--- src/rtl/alu_seq_if.sv ---
// alu_seq_if: request/response bundle between control and the alu_seq datapath.
// master = control/testbench side, slave = the ALU.
`timescale 1ns/1ps
interface alu_seq_if #(
    parameter int WIDTH = 8
) ();
    logic             start;
    logic [3:0]       op;
    logic             assertE;
    logic [WIDTH-1:0] a;
    logic [WIDTH-1:0] b;
    logic [WIDTH-1:0] result;
    logic [WIDTH-1:0] resultHi;
    logic             busy;
    logic             done;
    logic             flagC;
    logic             flagZ;
    logic             flagN;
    logic             flagV;
    logic             aIsZero;

    modport master (
        output start, op, assertE, a, b,
        input  result, resultHi, busy, done, flagC, flagZ, flagN, flagV, aIsZero
    );

    modport slave (
        input  start, op, assertE, a, b,
        output result, resultHi, busy, done, flagC, flagZ, flagN, flagV, aIsZero
    );
endinterface

--- src/rtl/alu_seq.sv ---
// alu_seq: registered WIDTH-bit ALU (add/sub/carry ops, logic, shifts) with a C/Z/N/V flag register.
// Define ALU_MUL_EN to build op 9 as a multi-cycle shift-and-add multiplier behind start/busy/done.
`timescale 1ns/1ps
module alu_seq #(
    parameter int WIDTH = 8
) (
    input  logic     clk,
    input  logic     reset,
    alu_seq_if.slave bus
);
    localparam int MSB = WIDTH - 1;

    localparam logic [3:0] OP_ADD = 4'd0;
    localparam logic [3:0] OP_SUB = 4'd1;
    localparam logic [3:0] OP_ADC = 4'd2;
    localparam logic [3:0] OP_SBC = 4'd3;
    localparam logic [3:0] OP_AND = 4'd4;
    localparam logic [3:0] OP_OR  = 4'd5;
    localparam logic [3:0] OP_XOR = 4'd6;
    localparam logic [3:0] OP_SHL = 4'd7;
    localparam logic [3:0] OP_SHR = 4'd8;
    localparam logic [3:0] OP_MUL = 4'd9;

    logic [WIDTH-1:0] res_q, hi_q;
    logic             done_q;
    logic             flag_c, flag_z, flag_n, flag_v;

    // Single-cycle datapath; sum_w is WIDTH+1 wide so bit WIDTH is carry (add) or borrow (sub).
    logic [WIDTH:0]   sum_w;
    logic [WIDTH-1:0] sc_res;
    logic             sc_c, sc_v, sc_wr, sc_z, sc_n;
    logic             sc_go;

    always_comb begin
        sum_w  = '0;
        sc_res = bus.a;
        sc_c   = 1'b0;
        sc_v   = 1'b0;
        sc_wr  = 1'b0;
        case (bus.op)
            OP_ADD: begin
                sum_w  = {1'b0, bus.a} + {1'b0, bus.b};
                sc_res = sum_w[MSB:0];
                sc_c   = sum_w[WIDTH];
                sc_v   = (bus.a[MSB] == bus.b[MSB]) && (sc_res[MSB] != bus.a[MSB]);
                sc_wr  = 1'b1;
            end
            OP_ADC: begin
                sum_w  = {1'b0, bus.a} + {1'b0, bus.b} + {{WIDTH{1'b0}}, flag_c};
                sc_res = sum_w[MSB:0];
                sc_c   = sum_w[WIDTH];
                sc_v   = (bus.a[MSB] == bus.b[MSB]) && (sc_res[MSB] != bus.a[MSB]);
                sc_wr  = 1'b1;
            end
            OP_SUB: begin
                sum_w  = {1'b0, bus.a} - {1'b0, bus.b};
                sc_res = sum_w[MSB:0];
                sc_c   = ~sum_w[WIDTH];
                sc_v   = (bus.a[MSB] != bus.b[MSB]) && (sc_res[MSB] != bus.a[MSB]);
                sc_wr  = 1'b1;
            end
            OP_SBC: begin
                sum_w  = {1'b0, bus.a} - {1'b0, bus.b} - {{WIDTH{1'b0}}, ~flag_c};
                sc_res = sum_w[MSB:0];
                sc_c   = ~sum_w[WIDTH];
                sc_v   = (bus.a[MSB] != bus.b[MSB]) && (sc_res[MSB] != bus.a[MSB]);
                sc_wr  = 1'b1;
            end
            OP_AND: begin
                sc_res = bus.a & bus.b;
                sc_wr  = 1'b1;
            end
            OP_OR: begin
                sc_res = bus.a | bus.b;
                sc_wr  = 1'b1;
            end
            OP_XOR: begin
                sc_res = bus.a ^ bus.b;
                sc_wr  = 1'b1;
            end
            OP_SHL: begin
                sc_res = {bus.a[MSB-1:0], 1'b0};
                sc_c   = bus.a[MSB];
                sc_wr  = 1'b1;
            end
            OP_SHR: begin
                sc_res = {1'b0, bus.a[MSB:1]};
                sc_c   = bus.a[0];
                sc_wr  = 1'b1;
            end
            // With the multiplier built this path never completes op 9; without it, op 9 yields 0.
            OP_MUL: begin
                sc_res = '0;
            end
            default: begin
                sc_res = bus.a;
            end
        endcase
        sc_z = (sc_res == '0);
        sc_n = sc_res[MSB];
    end

`ifdef ALU_MUL_EN
    localparam int CW = (WIDTH > 1) ? $clog2(WIDTH) : 1;
    localparam logic [CW-1:0] LAST = CW'(WIDTH - 1);

    typedef enum logic {S_IDLE, S_MUL} state_t;
    state_t state, state_nxt;

    logic [2*WIDTH-1:0] prod, mcand, prod_nxt;
    logic [WIDTH-1:0]   mplier;
    logic [CW-1:0]      cnt;
    logic               mul_we;
    logic               accept, mul_start, mul_last;

    always_ff @(posedge clk) begin
        if (reset) state <= S_IDLE;
        else       state <= state_nxt;
    end

    always_comb begin
        state_nxt = state;
        accept    = 1'b0;
        mul_start = 1'b0;
        mul_last  = 1'b0;
        case (state)
            S_IDLE: begin
                if (bus.start) begin
                    accept = 1'b1;
                    if (bus.op == OP_MUL) begin
                        mul_start = 1'b1;
                        state_nxt = S_MUL;
                    end
                end
            end
            S_MUL: begin
                if (cnt == LAST) begin
                    mul_last  = 1'b1;
                    state_nxt = S_IDLE;
                end
            end
            default: state_nxt = S_IDLE;
        endcase
    end

    // One multiplier bit per cycle, LSB first; mcand is pre-shifted to line up with that bit.
    assign prod_nxt = prod + (mplier[0] ? mcand : '0);

    always_ff @(posedge clk) begin
        if (reset) begin
            prod   <= '0;
            mcand  <= '0;
            mplier <= '0;
            cnt    <= '0;
            mul_we <= 1'b0;
        end else if (mul_start) begin
            prod   <= '0;
            mcand  <= {{WIDTH{1'b0}}, bus.b};
            mplier <= bus.a;
            cnt    <= '0;
            mul_we <= bus.assertE;
        end else if (state == S_MUL) begin
            prod   <= prod_nxt;
            mcand  <= mcand << 1;
            mplier <= mplier >> 1;
            cnt    <= cnt + 1'b1;
        end
    end

    assign sc_go    = accept && !mul_start;
    assign bus.busy = (state == S_MUL);
`else
    assign sc_go    = bus.start;
    assign bus.busy = 1'b0;
`endif

    always_ff @(posedge clk) begin
        if (reset) begin
            res_q  <= '0;
            hi_q   <= '0;
            done_q <= 1'b0;
            flag_c <= 1'b0;
            flag_z <= 1'b0;
            flag_n <= 1'b0;
            flag_v <= 1'b0;
        end else begin
            done_q <= 1'b0;
            if (sc_go) begin
                res_q  <= sc_res;
                hi_q   <= '0;
                done_q <= 1'b1;
                if (bus.assertE && sc_wr) begin
                    flag_c <= sc_c;
                    flag_z <= sc_z;
                    flag_n <= sc_n;
                    flag_v <= sc_v;
                end
            end
`ifdef ALU_MUL_EN
            if (mul_last) begin
                res_q  <= prod_nxt[MSB:0];
                hi_q   <= prod_nxt[2*WIDTH-1:WIDTH];
                done_q <= 1'b1;
                if (mul_we) begin
                    flag_c <= |prod_nxt[2*WIDTH-1:WIDTH];
                    flag_z <= (prod_nxt == '0);
                    flag_n <= prod_nxt[2*WIDTH-1];
                    flag_v <= 1'b0;
                end
            end
`endif
        end
    end

    assign bus.result   = res_q;
    assign bus.resultHi = hi_q;
    assign bus.done     = done_q;
    assign bus.flagC    = flag_c;
    assign bus.flagZ    = flag_z;
    assign bus.flagN    = flag_n;
    assign bus.flagV    = flag_v;
    assign bus.aIsZero  = (bus.a == '0);
endmodule

--- src/flat_wrapper.sv ---
// flat-port wrapper written by rule: the top's interface ports become plain ports
module alu_seq_flat 
#(
    parameter int WIDTH = 8
)
  (clk, reset, bus_start, bus_op, bus_assertE, bus_a, bus_b, bus_result, bus_resultHi, bus_busy, bus_done, bus_flagC, bus_flagZ, bus_flagN, bus_flagV, bus_aIsZero);
  alu_seq_if #(.WIDTH(WIDTH)) bus_i ();
  input  logic clk;
  input  logic reset;
  input wire logic [$bits(bus_i.start)-1:0] bus_start;
  input wire logic [$bits(bus_i.op)-1:0] bus_op;
  input wire logic [$bits(bus_i.assertE)-1:0] bus_assertE;
  input wire logic [$bits(bus_i.a)-1:0] bus_a;
  input wire logic [$bits(bus_i.b)-1:0] bus_b;
  output wire logic [$bits(bus_i.result)-1:0] bus_result;
  output wire logic [$bits(bus_i.resultHi)-1:0] bus_resultHi;
  output wire logic [$bits(bus_i.busy)-1:0] bus_busy;
  output wire logic [$bits(bus_i.done)-1:0] bus_done;
  output wire logic [$bits(bus_i.flagC)-1:0] bus_flagC;
  output wire logic [$bits(bus_i.flagZ)-1:0] bus_flagZ;
  output wire logic [$bits(bus_i.flagN)-1:0] bus_flagN;
  output wire logic [$bits(bus_i.flagV)-1:0] bus_flagV;
  output wire logic [$bits(bus_i.aIsZero)-1:0] bus_aIsZero;
  assign bus_i.start = bus_start;
  assign bus_i.op = bus_op;
  assign bus_i.assertE = bus_assertE;
  assign bus_i.a = bus_a;
  assign bus_i.b = bus_b;
  assign bus_result = bus_i.result;
  assign bus_resultHi = bus_i.resultHi;
  assign bus_busy = bus_i.busy;
  assign bus_done = bus_i.done;
  assign bus_flagC = bus_i.flagC;
  assign bus_flagZ = bus_i.flagZ;
  assign bus_flagN = bus_i.flagN;
  assign bus_flagV = bus_i.flagV;
  assign bus_aIsZero = bus_i.aIsZero;
  alu_seq #(.WIDTH(WIDTH)) u_core (.clk(clk), .reset(reset), .bus(bus_i));
endmodule
--- config.mk ---
export PLATFORM = sky130hd
export DESIGN_NAME = alu_seq_flat
export DESIGN_NICKNAME = d
export VERILOG_FILES = /design/src/rtl/alu_seq_if.sv /design/src/rtl/alu_seq.sv /design/src/flat_wrapper.sv
export SDC_FILE = /design/constraint.sdc
export NUM_CORES = 1
export LEC_CHECK = 0
export BUFFER_PORTS_ARGS = -buffer_cell sky130_fd_sc_hd__buf_2
export CAP_MARGIN = 20
export CORE_MARGIN = 2
export CORE_UTILIZATION = 35
export CTS_BUF_LIST = sky130_fd_sc_hd__clkbuf_16
export DETAILED_ROUTE_END_ITERATION = 8
export GPL_TIMING_DRIVEN = 0
export PLACE_DENSITY = 0.54
export SYNTH_ARGS = -nofsm -noshare
export SYNTH_HDL_FRONTEND = slang
export SYNTH_SLANG_ARGS = --single-unit
--- constraint.sdc ---
create_clock -name clk -period 2.75 [get_ports clk]
set_clock_uncertainty 0.1 [all_clocks]
set_input_delay 0.275 -clock clk [delete_from_list [all_inputs] [get_ports clk]]
set_output_delay 0.275 -clock clk [all_outputs]
set_load 0.005 [all_outputs]
Word-level counts from Yosys, hierarchy flattened
Cells that the tools add are included.

storage, ports and cells
  bits in registers = 13
  output and inout bits = 23
  word-level logic and storage cells = 46

cells by class
  add/subtract/negate cells = 4
  bitwise gates (word level) = 6
  eq/ne operators = 15
  reduce and logical (&&, ||, !) cells = 10
  multiplexer cells = 5

operators with widths
  cell                                                             count
  8-bit one-hot mux with 10 select lines                           1
  4-bit by 3-bit == test with 1-bit output, second input constant  4
  8-bit logical NOT                                                2
  8-bit by 8-bit adder with 9-bit output                           1
  9-bit by 1-bit adder with 9-bit output                           1
  9-bit OR reduction                                               1
  8-bit by 8-bit subtractor with 9-bit output                      1
  9-bit by 1-bit subtractor with 9-bit output                      1
  8-bit AND                                                        1
  4-bit by 2-bit == test with 1-bit output, second input constant  2
  4-bit == test, second input constant                             2
  8-bit OR                                                         1
  8-bit XOR                                                        1
  1-bit one-hot mux with 6 select lines                            1
  1-bit logical AND                                                5
  1-bit != test                                                    5
  4-bit by 1-bit == test with 1-bit output, second input constant  1
  4-bit logical NOT                                                1
  1-bit one-hot mux with 4 select lines                            1
  1-bit NOT                                                        3
  1-bit 2-to-1 mux                                                 2
  2-bit AND reduction                                              1
  1-bit == test                                                    1

Logic depth before layout (Yosys ltp)
Gate-level depths: netlist of run 1.

  depth after elaboration = 5
  mapped depth = 13
  gate-level depth less buffers = 13

Worst setup path before layout of run 1
OpenSTA, ideal clock, no wires.

  path type = input -> register
  from = in bus_b[0]
  to = reg u_core.res_q[7] (netlist: u_core.bus.result[7])
  required time = 2.583 ns
  arrival = 2.630 ns
  slack = -0.048 ns
  cell stages on the path = 11
  cell sequence = ha_1 inv_1 fa_1 and2b_4 o22ai_2 or3_1 and3_4 nor4_4 o21ai_2 a311o_1 a21oi_2

between the ends
  cells in the longest elaborated chain, start to end = 3
  elaborated cells between the ends (all ways) = 5
  classes of those cells = add/sub: 4; mux: 1

RTL lines
  what                                                                                                          line                          source
  from (decl)                                                                                                   flat_wrapper.sv:14            input wire logic [$bits(bus_i.b)-1:0] bus_b;
  8-bit by 8-bit subtractor with 9-bit output / 8-bit by 8-bit adder with 9-bit output (equally long branches)  -
  9-bit by 1-bit subtractor with 9-bit output / 9-bit by 1-bit adder with 9-bit output (equally long branches)  alu_seq.sv:63, alu_seq.sv:49
  8-bit one-hot mux with 10 select lines (*)                                                                    alu_seq.sv:40                 case (bus.op)
  to (signal assigned)                                                                                          alu_seq.sv:189                res_q <= sc_res;
  to (decl)                                                                                                     alu_seq.sv:24                 logic [WIDTH-1:0] res_q, hi_q;

Every way passes the cells marked *; elsewhere a longest branch is shown, timed or not.
A chain may end at the register's enable or synchronous reset.

Final worst setup path of run 1
  from = in bus_a[0]
  to = reg u_core.res_q[7] (netlist: u_core.bus.result[7])

between the ends
  cells in the longest elaborated chain, start to end = 3
  elaborated cells between the ends (all ways) = 5
  classes of those cells = add/sub: 4; mux: 1

RTL lines
  what                                                                                                          line                          source
  from (decl)                                                                                                   flat_wrapper.sv:13            input wire logic [$bits(bus_i.a)-1:0] bus_a;
  8-bit by 8-bit subtractor with 9-bit output / 8-bit by 8-bit adder with 9-bit output (equally long branches)  -
  9-bit by 1-bit subtractor with 9-bit output / 9-bit by 1-bit adder with 9-bit output (equally long branches)  alu_seq.sv:63, alu_seq.sv:49
  8-bit one-hot mux with 10 select lines (*)                                                                    alu_seq.sv:40

Marks and branches as above.

==> metrics, run 1 <==
antenna-violating nets left=0; clk_lat worst skew=0.24 ns; Total Routing Usage GR=21.19%; synth top area cells=ha_1 13%, dfxtp_1 9.3%, nor2_1 4.6%, inv_1 4.2%, o21ai_0 4.1%; TNS Setup=-0.07880 ns; Worst R2R Start=u_core.bus.flagC; Final min period=2.829 ns; crit-path cells=buf_12 -> inv_6 -> ha_4 -> fa_2 -> or2_4 -> a2111o_1 -> o311ai_4 -> nand4_1 -> a21oi_2 -> o21ai_4 -> buf_6 -> a311o_1 -> a21oi_2; via count=3082; Post-synth top cells=34 x nor2_1, 31 x inv_1, 30 x nand2_1; worst-path fanout max=5; peak supply drop=0.0001601 V; Syn Inst Count=384; failing checks=negative setup slack; outcome=complete, but fails checks; vias in the first global route=around 2800; Via density=5.665; Tcrit/Tclk final=102.9%; Die X=just over 90 um; # rows=32; largest net degree at the start of global routing=11; Critical Path End Type=flop; Final Hold Fails=0; Placed Area=0.003129 sq mm; dpl hpwl=7.238 mm; syn avg cell area=7.279 sq um; Worst Max-Slew Pin Slew=1.102 ns; CTS tree=yes; endpoints failing setup=1; leakage=1.533 nW; WL final=9.301 mm; Post-route DRC=0; first-pass GRT wire length=14.80 mm; pre-CTS WS=-0.5307 ns; diodes inserted=0; Area Overhead vs Synth=26.81%; Seq/Total Area, Yosys=a little under a tenth; ys async rst share=0%; critical path startpoint=bus_a[0]; die area=between 0.008 and 0.009 sq mm; htree depth=1; initial antenna violation count=0; crit start category=input pin; Post-synth EDFFs=0; global route total overflow=0; initial drt markers=198; Slew headroom=25.99%; PD cells=326.3 mW/mm^2; total of max-cap violations=0; Final Net Count=497; Clock Tree Buf Depth=2; Root Driver=clkbuf_16; Unique masters post-synth=72; Slowest-stage cell, CP=a2111o_1; Crit path top cell by count=a21oi_2; CTS Sinks=13; Crit path arrival time=between 2 and 3 ns; setup slack after layout=-0.07880 ns; initial core utilization=~36%; f_max=353.5 MHz; Synth Cell Area=approximately 0.0028 sq mm; Worst EP required=approximately 2.8 ns; Final Util=45.87%; Die Ht=93.37 um; Layout fillers=804; register area=260.3 sq um; Yosys Warn Count=0; DR WL/cell=17.10 um; Worst-path clk slew=0.04 ns; Multi-input gate area=around 0.0025 sq mm; Crit Path Category=in2reg; r2r setup slk=~0.23 ns; CP max stage delay=0.43 ns; Slew Limit Fails=0; RSZ-0062 raised after global routing=true; PortBufs=34; Worst Hold Launch=reset; post-route cell area=0.003545 sq mm; first-pass detailed-route iteration total=5; count leader, synth=nor2_1; # IOs=47; Yosys top cell area share=about an eighth; Num CTS Buffers=3; gpl congestion=0.9172; Main synth FF type=dfxtp_1; overall power=1.157 mW; flops & latches, synth=13; largest area contributor in the netlist=ha_1; CORE AREA=0.007727 sq mm; HP Class=in2reg; layout cells sized above 1=a little over a quarter
==> state kept, by name, summed over array words and instances (netlist names) <==
register and flops:
u_core.bus.result 8, u_core.bus.done 1, u_core.bus.flagC 1, u_core.bus.flagN 1
u_core.bus.flagV 1, u_core.bus.flagZ 1
==> per-stage QoR <==
step | hold WS, ns | instances
final | 0.1769 | 544
after detailed placement | 0.3512 | 528
after floorplan | 0.2471 | 392
after global routing | 0.1907 | 544
after global placement | 0.3503 | 528
after CTS | 0.1792 | 536
==> per-layer routing <==
layer | GRT usage [%] | up-vias | wire (um)
met2 | 34.83 | 116 | 4336
met4 | 4.044 | 0 | 186
li1 | - | 1486 | -
met5 | 0 | - | 0
met1 | 30.13 | 1462 | 4249
met3 | 2.176 | 18 | 528
==> cells by family after synthesis <==
group / count (synthesis) / share of synthesized area, %
AO/OA/AOI/OAI: 106 / 26.19
flip-flops: 13 / 9.311
adder cells (fa/ha/maj): 30 / 13.97
AND/OR/NAND/NOR: 147 / 28.56
buffers and inverters: 63 / 10.52
XOR/XNOR: 13 / 5.595
multiplexers: 11 / 5.730
other: 1 / 0.1342
==> cell type report <==
| cell class | instances | area share, % |
|---|---|---|
| Multi-Input combinational cell | 316 | 69.50 |
| Timing Repair Buffer | 47 | 8.860 |
| Tap cell | 102 | 3.600 |
| Buffer | 31 | 5.048 |
| Sequential cell | 13 | 7.342 |
| Clock inverter | 1 | 0.1059 |
| Inverter | 31 | 3.424 |
| Clock buffer | 3 | 2.118 |
==> power by group <==
part	total, mW	internal, mW	switching (mW)
Combinational	0.677	0.299	0.378
Clock	0.275	0.192	0.0826
Sequential	0.205	0.201	0.00479
Total	1.16	0.691	0.465
==> final timing paths <==
kind / endpoint / cells past startpoint
hold reg to reg: u_core.bus.flagN / 2
hold / removal: u_core.bus.flagC / 2
setup / recovery: u_core.bus.result[7] / 13
setup reg to reg: u_core.bus.result[4] / 10
==> worst max-delay path: cells and delay by family <==
family                   cells  cell delay (ns)
AO/OA/AOI/OAI                6             1.33
adder cells (fa/ha/maj)      2             0.54
buffers and inverters        3             0.26
AND/OR/NAND/NOR              2             0.50
==> cells in the final DEF (no fill, tap or decap), drive strengths merged, types with 9 or more instances in the layout <==
master   n
ha      28
conb     9
a21oi   20
inv     32
nor3    13
buf     65
o21ai   28
a211oi  10
nand2   30
dfxtp   13
nor2    34
clkbuf  16
==> timing repair <==
| action | in CTS | in global routing |
|---|---|---|
| endpoints found under the setup margin | 7 | 7 |
| pin swaps | 14 | 17 |
| endpoints found under the hold margin | 0 | 0 |
| buffers inserted | 4 | 9 |
| gates resized for setup | 20 | 34 |
| hold buffers | 0 | 0 |
Note: power is estimated with default switching activity, not from simulation.
==> run 2, diff against run 1 <==
Settings changed: CORE_ASPECT_RATIO set to 1.5.
==> metrics, run 2 (same netlist as run 1, synthesis figures left out) <==
Multi-input gate area=0.002517 sq mm; crit start category=input pin; leakage=1.547 nW; clk_lat worst skew=0.24 ns; initial antenna violation count=0; outcome=finished clean; Area Overhead vs Synth=28.60%; pre-CTS WS=-0.6187 ns; PortBufs=34; dpl hpwl=7.685 mm; CORE AREA=0.007661 sq mm; initial core utilization=36.49%; Final Util=46.92%; Total Routing Usage GR=21.38%; Worst EP required=2.82 ns; via count=3066; commonest non-fill, non-tap cell in the layout=buf_2; Critical Path End Type=flop; Via density=approximately 5.6; Final Net Count=499; Clock Tree Buf Depth=2; Die X=76.97 um; antenna-violating nets left=0; total of max-cap violations=0; PD cells=326.7 mW/mm^2; Post-route DRC=0; htree depth=1; RSZ-0062 raised after global routing=true; initial drt markers=191; gpl congestion=0.9220; commonest non-fill, non-tap cells in the layout=39 x buf_2, 33 x nor2_1, 30 x nand2_1; Num CTS Buffers=3; CTS Sinks=13; HP Class=in2reg; Slew Limit Fails=0; Crit Path Category=in2reg; Layout fillers=829; largest net degree at the start of global routing=11; peak supply drop=slightly below 0.0003 V; # rows=39; Slew headroom=between 20 and 30%; die area=approximately 0.0087 sq mm; Tcrit/Tclk final=99.18%; register area=260.3 sq um; cts-stage hold buffer count=0; max reg flops=8; Root Driver=clkbuf_16; first-pass GRT wire length=14.89 mm; f_max=~370 MHz; Die Ht=around 110 um; vias in the first global route=2903; Worst-path clk slew=0.04 ns; WL final=9.752 mm; global route total overflow=0; non-filler cells, final=546; diodes inserted=0; # IOs=47; layout cells sized above 1=28.83%; first-pass detailed-route iteration total=5; DR WL/cell=between 15 and 20 um; endpoints failing setup=0; Final Hold Fails=0; worst-path fanout max=4; Crit path arrival time=approximately 2.8 ns; CTS tree=yes; Final min period=2.727 ns; Placed Cells=approximately 530; setup slack after layout=0.02252 ns; Worst Max-Slew Pin Slew=1.107 ns
-- run 2: cell count changes in the layout (fill, tap and decap cells not counted), moves of 2 or more --
cell	before	now
clkbuf_4	3	1
buf_4	21	26
nor4b_2	1	3
xnor2_4	0	2
or3_4	0	2
o21ai_2	1	3
xnor2_1	5	3
or3_1	4	2
-- run 2: path summary, 6_finish.rpt --
path | startpoint | to | slack (ns) | depth (start not counted)
min reg2reg | u_core.bus.flagN | u_core.bus.flagN | 0.36 | 2
max reg2reg | u_core.bus.flagC | u_core.bus.flagZ | 0.28 | 11
min | reset | u_core.bus.flagC | 0.17 | 2
max | bus_a[0] | u_core.bus.result[7] | 0.02 | 13
-- run 2: critical path, cell delays in order --
cell      delay, ns
buf_12         0.09
inv_6          0.04
ha_4           0.15
fa_2           0.39
or2_4          0.30
a2111o_1       0.42
o311ai_4       0.13
nand4_1        0.18
buf_4          0.16
a21oi_2        0.10
o21ai_2        0.08
a311o_1        0.37
a21oi_2        0.11
-- run 2: final cells by class --
cell class | count | share of cell area, %
multi-input cells | 316 | 70.03
well taps | 102 | 3.550
repair buffers | 49 | 8.528
clock inverters | 1 | 0.1044
clock buffers | 3 | 2.088
plain buffers | 31 | 5.082
inverters | 31 | 3.376
flip-flops and latches | 13 | 7.240
-- run 2: per-layer routing --
layer / global-route usage (%) / vias to the layer above / part of all wire, %
met5: 0 / - / 0
met4: 11.27 / 0 / 4.0
met3: 1.424 / 29 / 4.0
met2: 40.70 / 105 / 53
met1: 23.41 / 1430 / 39
li1: - / 1502 / -
-- run 2: where the power goes --
part           switching, mW  internal (mW)  total (mW)
Sequential           0.00506          0.201       0.206
Combinational          0.393          0.312       0.705
Clock                 0.0726          0.191       0.264
-- run 2: what timing repair did --
item | 4_1_cts | 5_1_grt
pin swaps | 16 | 19
setup endpoints to repair | 9 | 8
gates resized for setup | 29 | 32
hold endpoints to repair | 0 | 0
buffers inserted | 5 | 10
-- run 2: per-stage QoR --
stage | total power [mW] | TNS, ns | instance area, sq um | hold slack, ns
3_3_place_gp | 0.7803 | -3.994 | 3129 | 0.3500
3_5_place_dp | 0.7841 | -4.310 | 3129 | 0.3532
4_1_cts | 1.101 | 0 | 3372 | 0.1747
6_report | 1.174 | 0 | 3595 | 0.1718
5_1_grt | 1.243 | -0.08654 | 3595 | 0.1894
2_1_floorplan | 0.6291 | 0 | 2831 | 0.2471
==> run 3, diff against run 2 <==
Settings changed: CORE_UTILIZATION 35 to 30, PLACE_DENSITY 0.54 to 0.48, RECOVER_POWER set to 100.
==> metrics, run 3 (same netlist as run 1, synthesis figures left out) <==
leakage=1.501 nW; Worst R2R Start=u_core.bus.flagC; WHS Path Cells=2; Placed Area=0.003142 sq mm; initial drt markers=239; # IOs=47; post-route cell area=0.003560 sq mm; Tcrit/Tclk final=98.53%; global route total overflow=0; clk_lat worst skew=about 0.24 ns; Crit path arrival time=2.79 ns; commonest non-fill, non-tap cells in the layout=34 x nor2_1, 30 x buf_2, 30 x nand2_1; Die X=approximately 83 um; HP Class=in2reg; worst-path fanout max=5; CTS Sinks=13; # rows=43; Die Ht=122.2 um; Final Hold Fails=0; vias in the first global route=between 2000 and 3000; largest net degree at the start of global routing=11; via count=3013; pre-CTS WS=-0.5390 ns; first-pass GRT wire length=between 15 and 20 mm; setup slack after layout=0.04054 ns; Root Driver=clkbuf_16; RSZ-0062 raised after global routing=true; FF-to-FF path depth=11; Post-route DRC=0; r2r setup slk=around 0.24 ns; initial antenna violation count=0; endpoints failing setup=0; DR WL/cell=17.86 um; diodes inserted=0; total of max-cap violations=0; reg2reg end=u_core.bus.flagZ; CP max stage delay=between 0.4 and 0.5 ns; layout cells sized above 1=between 20% and 30%; crit-path cells=buf_12 -> inv_8 -> ha_4 -> fa_2 -> or2_4 -> a2111o_1 -> o311ai_4 -> nand4_1 -> a21oi_2 -> o21ai_4 -> a311o_1 -> a21oi_2; worst hold slack=0.1700 ns; PortBufs=34; first-pass detailed-route iteration total=5; Final min period=2.709 ns; Clock Tree Buf Depth=2; commonest non-fill, non-tap cell in the layout=nor2_1; antenna-violating nets left=0; Hold EP=u_core.bus.flagC; peak supply drop=0.0003644 V; initial core utilization=30.56%; CORE AREA=0.009146 sq mm; Worst EP required=2.83 ns; htree depth=1; crit start category=input pin; Area Overhead vs Synth=27.35%; dpl hpwl=7.940 mm; Layout fillers=1014; Crit Path Category=in2reg; register area=260.3 sq um; max reg flops=8; critical path startpoint=bus_a[0]; gpl congestion=0.8940; Final Net Count=494; Slew headroom=between 20% and 30%; f_max=369.1 MHz; Multi-input gate area=0.002506 sq mm; CTS tree=yes; die area=0.01012 sq mm; PD cells=325.4 mW/mm^2; Total Routing Usage GR=19.04%; Slew Limit Fails=0; cts-stage hold buffer count=0; Worst Hold Launch=reset; Slowest-stage cell, CP=a2111o_1; Crit path top cell by count=a21oi_2; Worst-path clk slew=0.04 ns; WL final=9.839 mm; Via density=5.468; Critical Path End Type=flop; outcome=finished clean; Worst Max-Slew Pin Slew=roughly 1.0 ns; Num CTS Buffers=3
==> run 3: cell count changes in the layout (fill, tap and decap cells not counted), sizes merged <==
cell    before  now
buf         69   54
clkbuf      14   24
==> run 3: final cells by class <==
cell class	count	share of cell area (%)
Timing Repair Buffer	44	7.487
Buffer	31	5.097
Clock buffer	3	2.109
Clock inverter	1	0.1054
Inverter	31	3.550
Tap cell	112	3.937
Sequential cell	13	7.311
Multi-Input combinational cell	316	70.40
==> run 3: worst max-delay path by stage <==
stage | endpoint | slack (ns) | cells past startpoint
2_1_floorplan | u_core.bus.result[7] | 0.01 | 11
5_1_grt | u_core.bus.result[7] | -0.01 | 12
3_3_place_gp | u_core.bus.result[7] | -0.52 | 12
3_5_place_dp | u_core.bus.result[7] | -0.54 | 12
6_report | u_core.bus.result[7] | 0.04 | 12
4_1_cts | u_core.bus.flagC | 0.009 | 12
==> run 3: repair_timing <==
item / 4_1_cts / 5_1_grt
pin swaps: 16 / 18
gates resized for setup: 29 / 34
setup endpoints to repair: 7 / 7
buffers inserted: 6 / 4
==> run 3: metrics by stage <==
step                std cells  setup TNS (ns)  total power, mW  utilization, %
CTS                       548               0            1.111           37.15
detailed placement        538          -3.776           0.7827           34.35
floorplan                 392               0           0.6291               -
finish                    551               0            1.158           38.92
global route              551        -0.01276            1.231           38.92
global placement          538          -3.637           0.7815           34.35
==> run 3: critical path, delay by kind of cell <==
family,cells,cell delay (ns)
AND/OR/NAND/NOR,2,0.49
adder cells (fa/ha/maj),2,0.52
AO/OA/AOI/OAI,6,1.36
buffers and inverters,2,0.13
==> run 3: metal layers <==
metal	up-vias	track usage, %	share of wire (%)
li1	1476	-	-
met1	1404	21.73	39
met2	101	35.94	52
met3	32	0.9415	3.8
met4	0	9.426	4.7
met5	-	0	0
==> run 3: where the power goes <==
part	internal (mW)	leakage (nW)	total (mW)	switching (mW)
clock network	0.192	0.0423	0.271	0.0797
registers	0.201	0.107	0.206	0.00530
logic	0.296	1.35	0.681	0.385
total	0.689	1.50	1.16	0.470
